==> src/rtl/lsu_mem_stage_if.sv <==
// rtl/lsu_mem_stage_if.sv - memory-side request/response bus of the load/store unit
interface lsu_mem_stage_if #(
    parameter int ARCH_WIDTH = 64,
    parameter int STRB_WIDTH = ARCH_WIDTH / 8
);
    logic                  mem_req_valid;
    logic                  mem_req_ready;
    logic                  mem_we;
    logic [ARCH_WIDTH-1:0] mem_addr;
    logic [ARCH_WIDTH-1:0] mem_wdata;
    logic [STRB_WIDTH-1:0] mem_wstrb;
    logic                  mem_resp_valid;
    logic [ARCH_WIDTH-1:0] mem_rdata;

    modport master (
        output mem_req_valid, mem_we, mem_addr, mem_wdata, mem_wstrb,
        input  mem_req_ready, mem_resp_valid, mem_rdata
    );

    modport slave (
        input  mem_req_valid, mem_we, mem_addr, mem_wdata, mem_wstrb,
        output mem_req_ready, mem_resp_valid, mem_rdata
    );
endinterface

==> src/rtl/lsu_mem_stage.sv <==
// rtl/lsu_mem_stage.sv - non-pipelined load/store unit: one aligned doubleword access per op
module lsu_mem_stage #(
    parameter int ARCH_WIDTH = 64,
    parameter int STRB_WIDTH = ARCH_WIDTH / 8
) (
    input  logic                  clk,
    input  logic                  rst_n,
    input  logic                  req_valid,
    output logic                  req_ready,
    input  logic                  req_is_store,
    input  logic                  req_unsigned,
    input  logic [2:0]            req_width,
    input  logic [ARCH_WIDTH-1:0] req_addr,
    input  logic [ARCH_WIDTH-1:0] req_wdata,
    input  logic [4:0]            req_rd,
    input  logic                  flush,
    lsu_mem_stage_if.master       mem,
    output logic                  wb_valid,
    output logic                  wb_we,
    output logic [4:0]            wb_rd,
    output logic [ARCH_WIDTH-1:0] wb_data,
    output logic                  err_valid,
    output logic [ARCH_WIDTH-1:0] err_addr
);
    // Width codes shared with the ALU.
    localparam logic [2:0] W8  = 3'd0;
    localparam logic [2:0] W16 = 3'd1;
    localparam logic [2:0] W32 = 3'd2;
    localparam logic [2:0] W64 = 3'd3;

    typedef enum logic [2:0] {IDLE, REQ, WAIT, DONE, ERR} state_t;
    state_t state_q, state_d;

    logic                  is_store_q, unsigned_q, flushed_q;
    logic [2:0]            width_q;
    logic [ARCH_WIDTH-1:0] addr_q, wdata_q;
    logic [4:0]            rd_q;
    logic [ARCH_WIDTH-1:0] wb_data_q, err_addr_q;
    logic [4:0]            wb_rd_q;
    logic                  wb_we_q;

    logic                  req_bad;
    logic                  accept;
    logic [5:0]            lane_shift;
    logic [7:0]            strb;
    logic [ARCH_WIDTH-1:0] rdata_shifted, load_ext;

    assign accept     = (state_q == IDLE) && req_valid && !flush;
    assign lane_shift = {addr_q[2:0], 3'b000};

    always_comb begin
        req_bad = 1'b0;
        case (req_width)
            W8:      req_bad = 1'b0;
            W16:     req_bad = req_addr[0];
            W32:     req_bad = |req_addr[1:0];
            W64:     req_bad = |req_addr[2:0];
            default: req_bad = 1'b1;
        endcase
    end

    always_ff @(posedge clk or negedge rst_n) begin
        if (!rst_n) state_q <= IDLE;
        else        state_q <= state_d;
    end

    always_comb begin
        state_d = state_q;
        case (state_q)
            IDLE: if (accept) state_d = req_bad ? ERR : REQ;
            REQ: begin
                if (mem.mem_req_ready) state_d = WAIT;
                else if (flush)        state_d = IDLE;
            end
            WAIT: if (mem.mem_resp_valid) state_d = (flushed_q || flush) ? IDLE : DONE;
            DONE:    state_d = IDLE;
            ERR:     state_d = IDLE;
            default: state_d = IDLE;
        endcase
    end

    always_comb begin
        strb = 8'h00;
        case (width_q)
            W8:      strb = 8'h01 << addr_q[2:0];
            W16:     strb = 8'h03 << addr_q[2:0];
            W32:     strb = 8'h0F << addr_q[2:0];
            default: strb = 8'hFF;
        endcase
    end

    always_comb begin
        rdata_shifted = mem.mem_rdata >> lane_shift;
        case (width_q)
            W8:  load_ext = unsigned_q ? {{(ARCH_WIDTH-8){1'b0}}, rdata_shifted[7:0]}
                                       : {{(ARCH_WIDTH-8){rdata_shifted[7]}}, rdata_shifted[7:0]};
            W16: load_ext = unsigned_q ? {{(ARCH_WIDTH-16){1'b0}}, rdata_shifted[15:0]}
                                       : {{(ARCH_WIDTH-16){rdata_shifted[15]}}, rdata_shifted[15:0]};
            W32: load_ext = unsigned_q ? {{(ARCH_WIDTH-32){1'b0}}, rdata_shifted[31:0]}
                                       : {{(ARCH_WIDTH-32){rdata_shifted[31]}}, rdata_shifted[31:0]};
            default: load_ext = rdata_shifted;
        endcase
    end

    always_ff @(posedge clk or negedge rst_n) begin
        if (!rst_n) begin
            is_store_q <= 1'b0;
            unsigned_q <= 1'b0;
            flushed_q  <= 1'b0;
            width_q    <= 3'd0;
            addr_q     <= '0;
            wdata_q    <= '0;
            rd_q       <= 5'd0;
            wb_data_q  <= '0;
            wb_rd_q    <= 5'd0;
            wb_we_q    <= 1'b0;
            err_addr_q <= '0;
        end else begin
            if (accept) begin
                is_store_q <= req_is_store;
                unsigned_q <= req_unsigned;
                width_q    <= req_width;
                addr_q     <= req_addr;
                wdata_q    <= req_wdata;
                rd_q       <= req_rd;
                flushed_q  <= 1'b0;
                if (req_bad) err_addr_q <= req_addr;
            end
            // A flush once the request is on the bus only marks the op; the response must still drain.
            if ((state_q == REQ && mem.mem_req_ready && flush) || (state_q == WAIT && flush))
                flushed_q <= 1'b1;
            if (state_q == WAIT && mem.mem_resp_valid && !flushed_q && !flush) begin
                wb_data_q <= is_store_q ? '0 : load_ext;
                wb_we_q   <= !is_store_q;
                wb_rd_q   <= rd_q;
            end
        end
    end

    assign req_ready         = (state_q == IDLE);
    assign mem.mem_req_valid = (state_q == REQ);
    assign mem.mem_we        = (state_q == REQ) && is_store_q;
    assign mem.mem_addr      = {addr_q[ARCH_WIDTH-1:3], 3'b000};
    assign mem.mem_wdata     = wdata_q << lane_shift;
    assign mem.mem_wstrb     = ((state_q == REQ) && is_store_q) ? STRB_WIDTH'(strb) : '0;

    assign wb_valid  = (state_q == DONE);
    assign wb_we     = wb_we_q;
    assign wb_rd     = wb_rd_q;
    assign wb_data   = wb_data_q;
    assign err_valid = (state_q == ERR);
    assign err_addr  = err_addr_q;
endmodule

==> src/flat_wrapper.sv <==
// flat-port wrapper written by rule: the top's interface ports become plain ports
module lsu_mem_stage_flat 
#(
    parameter int ARCH_WIDTH = 64,
    parameter int STRB_WIDTH = ARCH_WIDTH / 8
)
  (clk, rst_n, req_valid, req_ready, req_is_store, req_unsigned, req_width, req_addr, req_wdata, req_rd, flush, wb_valid, wb_we, wb_rd, wb_data, err_valid, err_addr, mem_mem_req_valid, mem_mem_we, mem_mem_addr, mem_mem_wdata, mem_mem_wstrb, mem_mem_req_ready, mem_mem_resp_valid, mem_mem_rdata);
  lsu_mem_stage_if #(.ARCH_WIDTH(ARCH_WIDTH), .STRB_WIDTH(STRB_WIDTH)) mem_i ();
  input  logic clk;
  input  logic rst_n;
  input  logic req_valid;
  output logic req_ready;
  input  logic req_is_store;
  input  logic req_unsigned;
  input  logic [2:0] req_width;
  input  logic [ARCH_WIDTH-1:0] req_addr;
  input  logic [ARCH_WIDTH-1:0] req_wdata;
  input  logic [4:0] req_rd;
  input  logic flush;
  output logic wb_valid;
  output logic wb_we;
  output logic [4:0] wb_rd;
  output logic [ARCH_WIDTH-1:0] wb_data;
  output logic err_valid;
  output logic [ARCH_WIDTH-1:0] err_addr;
  output wire logic [$bits(mem_i.mem_req_valid)-1:0] mem_mem_req_valid;
  output wire logic [$bits(mem_i.mem_we)-1:0] mem_mem_we;
  output wire logic [$bits(mem_i.mem_addr)-1:0] mem_mem_addr;
  output wire logic [$bits(mem_i.mem_wdata)-1:0] mem_mem_wdata;
  output wire logic [$bits(mem_i.mem_wstrb)-1:0] mem_mem_wstrb;
  input wire logic [$bits(mem_i.mem_req_ready)-1:0] mem_mem_req_ready;
  input wire logic [$bits(mem_i.mem_resp_valid)-1:0] mem_mem_resp_valid;
  input wire logic [$bits(mem_i.mem_rdata)-1:0] mem_mem_rdata;
  assign mem_mem_req_valid = mem_i.mem_req_valid;
  assign mem_mem_we = mem_i.mem_we;
  assign mem_mem_addr = mem_i.mem_addr;
  assign mem_mem_wdata = mem_i.mem_wdata;
  assign mem_mem_wstrb = mem_i.mem_wstrb;
  assign mem_i.mem_req_ready = mem_mem_req_ready;
  assign mem_i.mem_resp_valid = mem_mem_resp_valid;
  assign mem_i.mem_rdata = mem_mem_rdata;
  lsu_mem_stage #(.ARCH_WIDTH(ARCH_WIDTH), .STRB_WIDTH(STRB_WIDTH)) u_core (.clk(clk), .rst_n(rst_n), .req_valid(req_valid), .req_ready(req_ready), .req_is_store(req_is_store), .req_unsigned(req_unsigned), .req_width(req_width), .req_addr(req_addr), .req_wdata(req_wdata), .req_rd(req_rd), .flush(flush), .mem(mem_i), .wb_valid(wb_valid), .wb_we(wb_we), .wb_rd(wb_rd), .wb_data(wb_data), .err_valid(err_valid), .err_addr(err_addr));
endmodule
==> config.mk <==
export PLATFORM = sky130hd
export DESIGN_NAME = lsu_mem_stage_flat
export DESIGN_NICKNAME = d
export VERILOG_FILES = /design/src/rtl/lsu_mem_stage_if.sv /design/src/rtl/lsu_mem_stage.sv /design/src/flat_wrapper.sv
export SDC_FILE = /design/constraint.sdc
export NUM_CORES = 1
export LEC_CHECK = 0
export CORE_UTILIZATION = 38
export DETAILED_ROUTE_END_ITERATION = 8
export HOLD_SLACK_MARGIN = 0.08
export PLACE_DENSITY = 0.7
export SETUP_SLACK_MARGIN = 0.1
export SLEW_MARGIN = 20
export SYNTH_ARGS = -nofsm -noshare
export SYNTH_HDL_FRONTEND = slang
export SYNTH_SLANG_ARGS = --single-unit
==> constraint.sdc <==
create_clock -name clk -period 2.25 [get_ports clk]
set_input_delay 0.5625 -clock clk [delete_from_list [all_inputs] [get_ports clk]]
set_output_delay 0.5625 -clock clk [all_outputs]
set_load 0.01 [all_outputs]
==> summary.md, run 1 <==
| Metric | Value |
|---|---|
| Status | finished, violations left |
| Failing checks | negative setup slack |
| Clock power share | ~22% |
| Synth cell types | 50 |
| Fraction of layout cells with a size suffix above 1 | between 40% and 50% |
| CTS tree | built |
| IO Count | around 480 |
| Vias in the first global route | roughly 13,000 |
| Initial core utilization | 38.6% |
| Synth top area cells | dfrtp_1, mux2_2, mux4_2 |
| Max stage delay on crit path | 0.49 ns |
| Final Setup Violations | about 130 |
| Worst Hold Launch | u_core.wb_data[4] |
| Pin count of the biggest net entering global routing | 63 |
| Asr flop ratio synth | 100% |
| Most frequent cells after synthesis | dfrtp_1, mux2_2, buf_4 |
| Vias per cell | roughly 5.4 |
| Req. time, crit path | 1.69 ns |
| Clock sink total | 276 |
| GRT Residual Overflow | 0 |
| Critical path depth in cells | 9 |
| RR Startpoint | u_core.addr_q[0] |
| Int Power | 16.9 mW |
| Max FO, Critical Path | 7 |
| Seq/Total Area, Yosys | between 40% and 50% |
| Yosys warns | 0 |
| Switch share | 35.1% |
| RSZ-0062 raised after global routing | yes |
| Final worst slack | -0.544 ns |
| Worst-margin pin slew | 0.631 ns |
| Die X | 198 microns |
| Worst vdd ir | 0.874 mV |
| CP Cell Sequence | buf_12 -> buf_16 -> buf_6 -> mux2i_2 -> nor2_1 -> a21oi_2 -> o21ai_2 -> buf_4 -> buf_6 |
| CP dominant cell by count | buf_6 |
| DP Wirelength | roughly 40,000 microns |
| Total track usage | 27.8% |
| H-tree levels | 2 |
| Area leader, netlist | dfrtp_1 |
| Period utilisation layout | 124% |
| #FFs+latches synth | 276 |
| DRC | 0 |
| EDFF count, synth | 0 |
| Antenna violations before repair | 7 |
| Worst reg2reg path depth | 11 |
| Fin. max-slew vios | 0 |
| CTS max path bufs | 3 |
| Max Clock Freq | 358 MHz |
| Crit-path leading delay family | buffers and inverters |
| Kind of critical path | flip-flop to primary output |
| RePlAce Congestion | 0.956 |
| Core Util, Final | 61.1% |
| Data arrival, critical path | about 2.2 ns |
| ANT nets after route | 0 |
| Core area | 37,700 sq um |
| Synthesis-to-layout area growth | 58.5% |
| Slowest CP cell | dfrtp_4 |
| Ys flop type | dfrtp_1 |
| P_sw | 9.18 mW |
| Buf/Inv on CP | 5 |
| Routed wire per std cell | around 23 microns |
| Post-synthesis cell count | 1,236 |
| Top cell type's share of synthesized area | a little under half |
| Fin. Hold Viols | 0 |
| Setup Slack @ Placement | -0.376 ns |
| Sequential power share | 28.9% |
| Worst Hold Class | flip-flop to flip-flop |
| Via count | 12,800 |
| Critical Path Source | u_core.addr_q[0] |
| Die H | 198 microns |
| Crit. End Element | primary output |
| Row cnt | 71 |
| Drt pass-1 iters | 5 |
| Total CTS buffers | 35 |
| Combinational share of power | 49.0% |
| Fillers | 2,987 |
| Cell with the most instances after synthesis | dfrtp_1 |
| Routed Wire Length | 55,400 microns |
| Latest clock arrival within the worst-skew pair | 0.55 ns |
| DR iter-0 viols | 791 |
| WHS Path Cells | 2 |
| Final Net Count | 2,024 |
| CP Launch Type | flip-flop |
| Fin area | 23,000 sq um |
| Pwr/cell area | around 1100 nW/um^2 |
| Syn Area/Cell | about 12 sq um |
| DIE AREA | 39,000 sq um |
| Final Critical Period | 2.79 ns |
| Lkg Pwr | between 9 and 10 nW |
| Input/output buffers | between 400 and 500 |
| Clock-pin slew on the worst setup and hold paths | 0.06 ns |
| DP Area | 20,700 sq um |
| Clk root buf | clkbuf_16 |
| Relative slew slack | 57.9% |
| Post-Syn Area | 14,500 sq um |
| First-pass GRT wire length | around 80,000 microns |
| Clock Skew | 0.0107 ns |
| Max-cap violations | 0 |
[stage by stage]
stage	TNS, ns	hold WS, ns	power, mW	instances
after detailed placement	-41.00	0.471	18.7	2249
after global routing	-47.74	0.494	27.3	2358
final	-39.31	0.476	26.1	2358
after global placement	-39.45	0.467	18.5	2249
after floorplan	0	0.267	13.0	1238
after CTS	-42.07	0.484	25.4	2343
[power by group through the flow]
stage,combinational [mW],sequential (mW),clock (mW)
floorplan,5.51,7.49,0
global placement,11.1,7.42,0
detailed placement,11.2,7.48,0
CTS,12.0,7.47,5.90
global route,13.5,7.70,6.10
finish,12.8,7.54,5.78
[logic make-up (layout without fill, tap and decap cells)]
logic type             after synthesis  in the layout  synth area share (%)
flip-flops                         276            276                  47.5
AND/OR/NAND/NOR                    213            213                  6.64
other                                1              8                0.0258
buffers and inverters              167            771                  7.12
AO/OA/AOI/OAI                      255            255                  11.8
multiplexers                       324            324                  26.9
[layout by cell type (no fill, tap or decap), types with 6 or more instances in the layout]
master	netlist	final
a211oi_1	15	15
a21oi_1	55	33
a21oi_2	0	19
a221o_1	7	7
a22o_1	10	10
a22oi_1	7	7
a2bb2oi_1	7	7
a32o_1	24	24
and2_1	19	11
and2_4	0	8
buf_12	0	32
buf_2	34	43
buf_4	80	159
buf_6	8	54
clkbuf_16	0	37
clkdlybuf4s50_1	0	401
clkinvlp_4	0	6
dfrtp_1	276	272
mux2_2	241	232
mux2_4	0	9
mux2i_1	52	31
mux2i_2	2	9
mux2i_4	0	14
mux4_2	29	29
nand2_1	78	73
nor2_1	77	47
nor2_2	0	20
nor2_4	0	10
nor2b_1	13	9
o21a_1	8	8
o21ai_0	77	50
o21ai_1	7	24
o21ai_2	0	6
o221ai_1	8	7
o22ai_1	15	9
o22ai_2	1	6
[routing by layer]
layer / share of wire [%] / vias to the layer above / GRT usage [%]
li1: - / 5607 / -
met1: 38 / 6384 / 33.0
met2: 48 / 623 / 45.7
met3: 8.8 / 141 / 7.60
met4: 5.3 / 2 / 15.0
met5: 0.022 / - / 0
[flip-flops by register name (all words and copies together) (netlist names), 3 cells and up]
register / flops
u_core.addr_q: 64
u_core.width_q: 3
u_core.rd_q: 5
u_core.wdata_q: 64
u_core.wb_rd: 5
u_core.err_addr: 64
u_core.wb_data: 64
u_core.state_q: 3
[worst paths after layout]
| path | to | slack (ns) |
|---|---|---|
| hold reg to reg | u_core.wb_data[4] | 0.48 |
| setup reg to reg | u_core.wb_data[37] | -0.28 |
| max in group asynchronous | u_core.wb_data[43] | 0.97 |
| min in group asynchronous | u_core.wdata_q[49] | 0.59 |
| hold / removal | u_core.wb_data[4] | 0.48 |
| setup / recovery | mem_mem_wdata[52] | -0.54 |
[worst reg2reg max path, delay by kind of cell (launching register included)]
family,cells,cell delay [ns]
simple gates,1,0.17
flops,1,0.49
buf+inv,6,0.91
compound gates,3,0.68
mux,1,0.14
[repair_timing]
action	CTS	global route
setup endpoints to repair	137	135
endpoints found under the hold margin	47	0
cloned	7	1
buffers inserted	23	14
resized for setup	454	123
hold buffers	1	0
pin swaps	44	30
[layout make-up]
class / count / area [sq um] / share of cell area (%)
multi-input combinational: 795 / 7300 / 31.7
timing repair buffer: 702 / 6950 / 30.2
sequential: 276 / 6920 / 30.0
clock buffer: 46 / 988 / 4.29
tap: 511 / 639 / 2.78
clock inverter: 17 / 198 / 0.858
inverter: 6 / 27.5 / 0.120
antenna: 5 / 12.5 / 0.0543
Note: power is estimated with default switching activity, not from simulation.
==> inputs of run 2 (changes only) <==
PLACE_DENSITY = 0.67   (was 0.7)
clock period = 3.5 ns   (was 2.25 ns; I/O delays follow)
==> run 2 against run 1 <==
Effect of this change:
- the run now ends clean
- critical path type unchanged
- non-clock buffer count is 161 lower
- combinational power is 47% lower
- largest cell class is now registers
- cell area down 9.0%
- critical endpoint is now mem_mem_wdata[62]
- register-to-register slack improved by 0.58 ns
- setup slack improved by 0.63 ns
- global-route usage is 1.2 points lower
==> summary.md, run 2 (synthesis results as in run 1) <==
| Metric | Value |
|---|---|
| Status | finished, final reports clean |
| Placed Cells | 2,113 (-6.0%) |
| Clock Skew | 0.0226 ns (+0.0119 ns) |
| Post-CTS Hold Fix Bufs | 0 (-1) |
| Clock-pin slew on the worst setup and hold paths | 0.06 ns (about the same) |
| Most frequent cells in the layout | clkdlybuf4s50_1, dfrtp_1, mux2_2 |
| Final Power | 15.1 mW (-42%) |
| Core Util, Final | 55.6% (-5.5 points) |
| DR iter-0 viols | 887 (+12%) |
| ANT nets after route | 0 (unchanged) |
| Clk root buf | clkbuf_16 |
| DP Wirelength | 37,500 microns (-6.5%) |
| Die H | 198 microns (unchanged) |
| Pwr/cell area | 721 nW/um^2 (-36%) |
| RR Startpoint | u_core.addr_q[0] |
| RePlAce Congestion | 0.928 (-2.9%) |
| CP Cell Sequence | buf_12 -> mux4_2 -> mux2_2 -> clkdlybuf4s50_1 |
| Vias per cell | 5.49 (+1.5%) |
| Via count | 12,000 (-5.5%) |
| DP Area | 19,400 sq um (-6.0%) |
| Initial core utilization | 38.6% (unchanged) |
| Setup TNS | 0 ns (+39.31 ns) |
| Final worst slack | 0.0853 ns (+0.629 ns) |
| Clock sink total | 276 (unchanged) |
| Max Clock Freq | 293 MHz |
| Fin. max-slew vios | 0 (unchanged) |
| Fin area | 21,000 sq um (-9.0%) |
| Kind of critical path | flip-flop to primary output |
| H-tree levels | 2 (unchanged) |
| Max FO, Critical Path | 24 (+17) |
| Max stage delay on crit path | 0.53 ns (+0.04 ns) |
| Input/output buffers | 479 (unchanged) |
| Worst-margin pin slew | 0.732 ns (+0.101 ns) |
| CTS max path bufs | 3 (unchanged) |
| DRC | 0 (unchanged) |
| Latest clock arrival within the worst-skew pair | 0.54 ns (about the same) |
| DIE AREA | 39,000 sq um (unchanged) |
| CP Launch Type | flip-flop |
| Post-route insts no fill | 2,194 (-7.0%) |
| Data arrival, critical path | 2.54 ns (+0.31 ns) |
| Slowest CP cell | dfrtp_4 |
| Drt pass-1 iters | 6 (+1) |
| CTS tree | built |
| Multi-input logic area | 6660 sq um (-8.8%) |
| Commonest non-fill, non-tap cell in the layout | clkdlybuf4s50_1 |
| Crit. End Element | primary output |
| Pin count of the biggest net entering global routing | 85 (+35%) |
| Final Net Count | 1,862 (-8.0%) |
| Total track usage | 26.5% (-1.2 points) |
| Fillers | 3,227 (+8.0%) |
| Req. time, crit path | 2.62 ns (+0.93 ns) |
| Setup Slack @ Placement | 0.246 ns (+0.622 ns) |
| Relative slew slack | 51.2% (-6.7 points) |
| Core area | 37,700 sq um (unchanged) |
| Fin. Hold Viols | 0 (unchanged) |
| RSZ-0062 raised after global routing | yes |
| Total CTS buffers | 34 (-2.9%) |
| GRT Residual Overflow | 0 (unchanged) |
| Routed wire per std cell | 23.9 microns (+1.7%) |
| Period utilisation layout | ~100% |
| Final Critical Period | 3.41 ns |
| Synthesis-to-layout area growth | 44.2% |
| Die X | 198 microns (unchanged) |
| Worst hold slack | 0.381 ns (-0.0952 ns) |
| Critical Path Source | u_core.addr_q[1] |
| Reg area | 6920 sq um (about the same) |
| Lkg Pwr | 9.07 nW (-6.7%) |
| Final Setup Violations | 0 (-100%) |
| Row cnt | 71 (unchanged) |
| First-pass GRT wire length | 78,000 microns (-4.2%) |
| Worst Hold Class | primary input to asynchronous set/reset pin |
| Antenna violations before repair | 5 (-2) |
| Fraction of layout cells with a size suffix above 1 | 25.0% (-17 points) |
| Worst vdd ir | 0.425 mV (-51%) |
| Max-cap violations | 0 (unchanged) |
| Routed Wire Length | 52,400 microns (-5.4%) |
| Vias in the first global route | 12,500 (-6.2%) |
| IO Count | 483 (unchanged) |
==> run 2: cell types whose count changed in the layout (fill, tap and decap cells not counted), sizes merged, moves of 2 or more <==
cell,delta
dlymetal6s2s,+37
bufinv,-2
clkinvlp,-5
buf,-238
clkdlybuf4s50,+33
clkbuf,+3
dlygate4sd2,+7
==> run 2: worst paths after layout <==
path	slack (ns)	cells after the start	end
max	0.09	4	mem_mem_wdata[62]
min	0.38	1	u_core.wdata_q[41]
max reg2reg	0.30	7	u_core.wb_data[36]
min reg2reg	0.49	2	u_core.wb_we
max in group asynchronous	2.26	2	u_core.err_addr[50]
min in group clk	0.49	2	u_core.wb_we
==> run 2: worst max-delay path: cells and delay by family, from the launching register on <==
kind,cells,cell delay (ns)
buffers and inverters,2,0.71
DFF,1,0.53
muxes,2,0.77
==> run 2: timing repair <==
item / in CTS / in global routing
hold endpoints to repair: 0 / 0
endpoints found under the setup margin: 43 / 30
resized for setup: 18 / 53
buffers inserted: 3 / 8
pin swaps: 1 / 5
gates cloned: 3 / 2
==> run 2: where the power goes <==
group	total, mW	internal, mW	leakage, nW	switching (mW)
Sequential	4.81	4.11	3.38	0.703
Clock	3.47	2.05	0.540	1.42
Combinational	6.84	3.72	5.15	3.12
Total	15.1	9.88	9.07	5.24
==> run 2: metal layers <==
metal | wire length (microns) | vias up | part of all wire (%) | global-route usage [%]
li1 | - | 5269 | - | -
met1 | 20300 | 6038 | 39 | 32.4
met2 | 25100 | 640 | 48 | 43.7
met3 | 5010 | 102 | 9.6 | 7.31
met5 | 0 | - | 0 | 0
met4 | 1940 | 0 | 3.7 | 11.7
==> run 2: area by class of cell <==
class	count	area share, %
Sequential cell	276	33.0
Multi-Input combinational cell	795	31.8
Antenna cell	5	0.0597
Tap cell	511	3.05
Clock buffer	49	4.72
Clock inverter	11	0.484
Timing Repair Buffer	541	26.8
Inverter	6	0.107
==> inputs of run 3 (changes only) <==
SLEW_MARGIN = unset   (was 20)
==> results of run 3 <==
Final layout, timing and power as in run 2 (identical DEF).
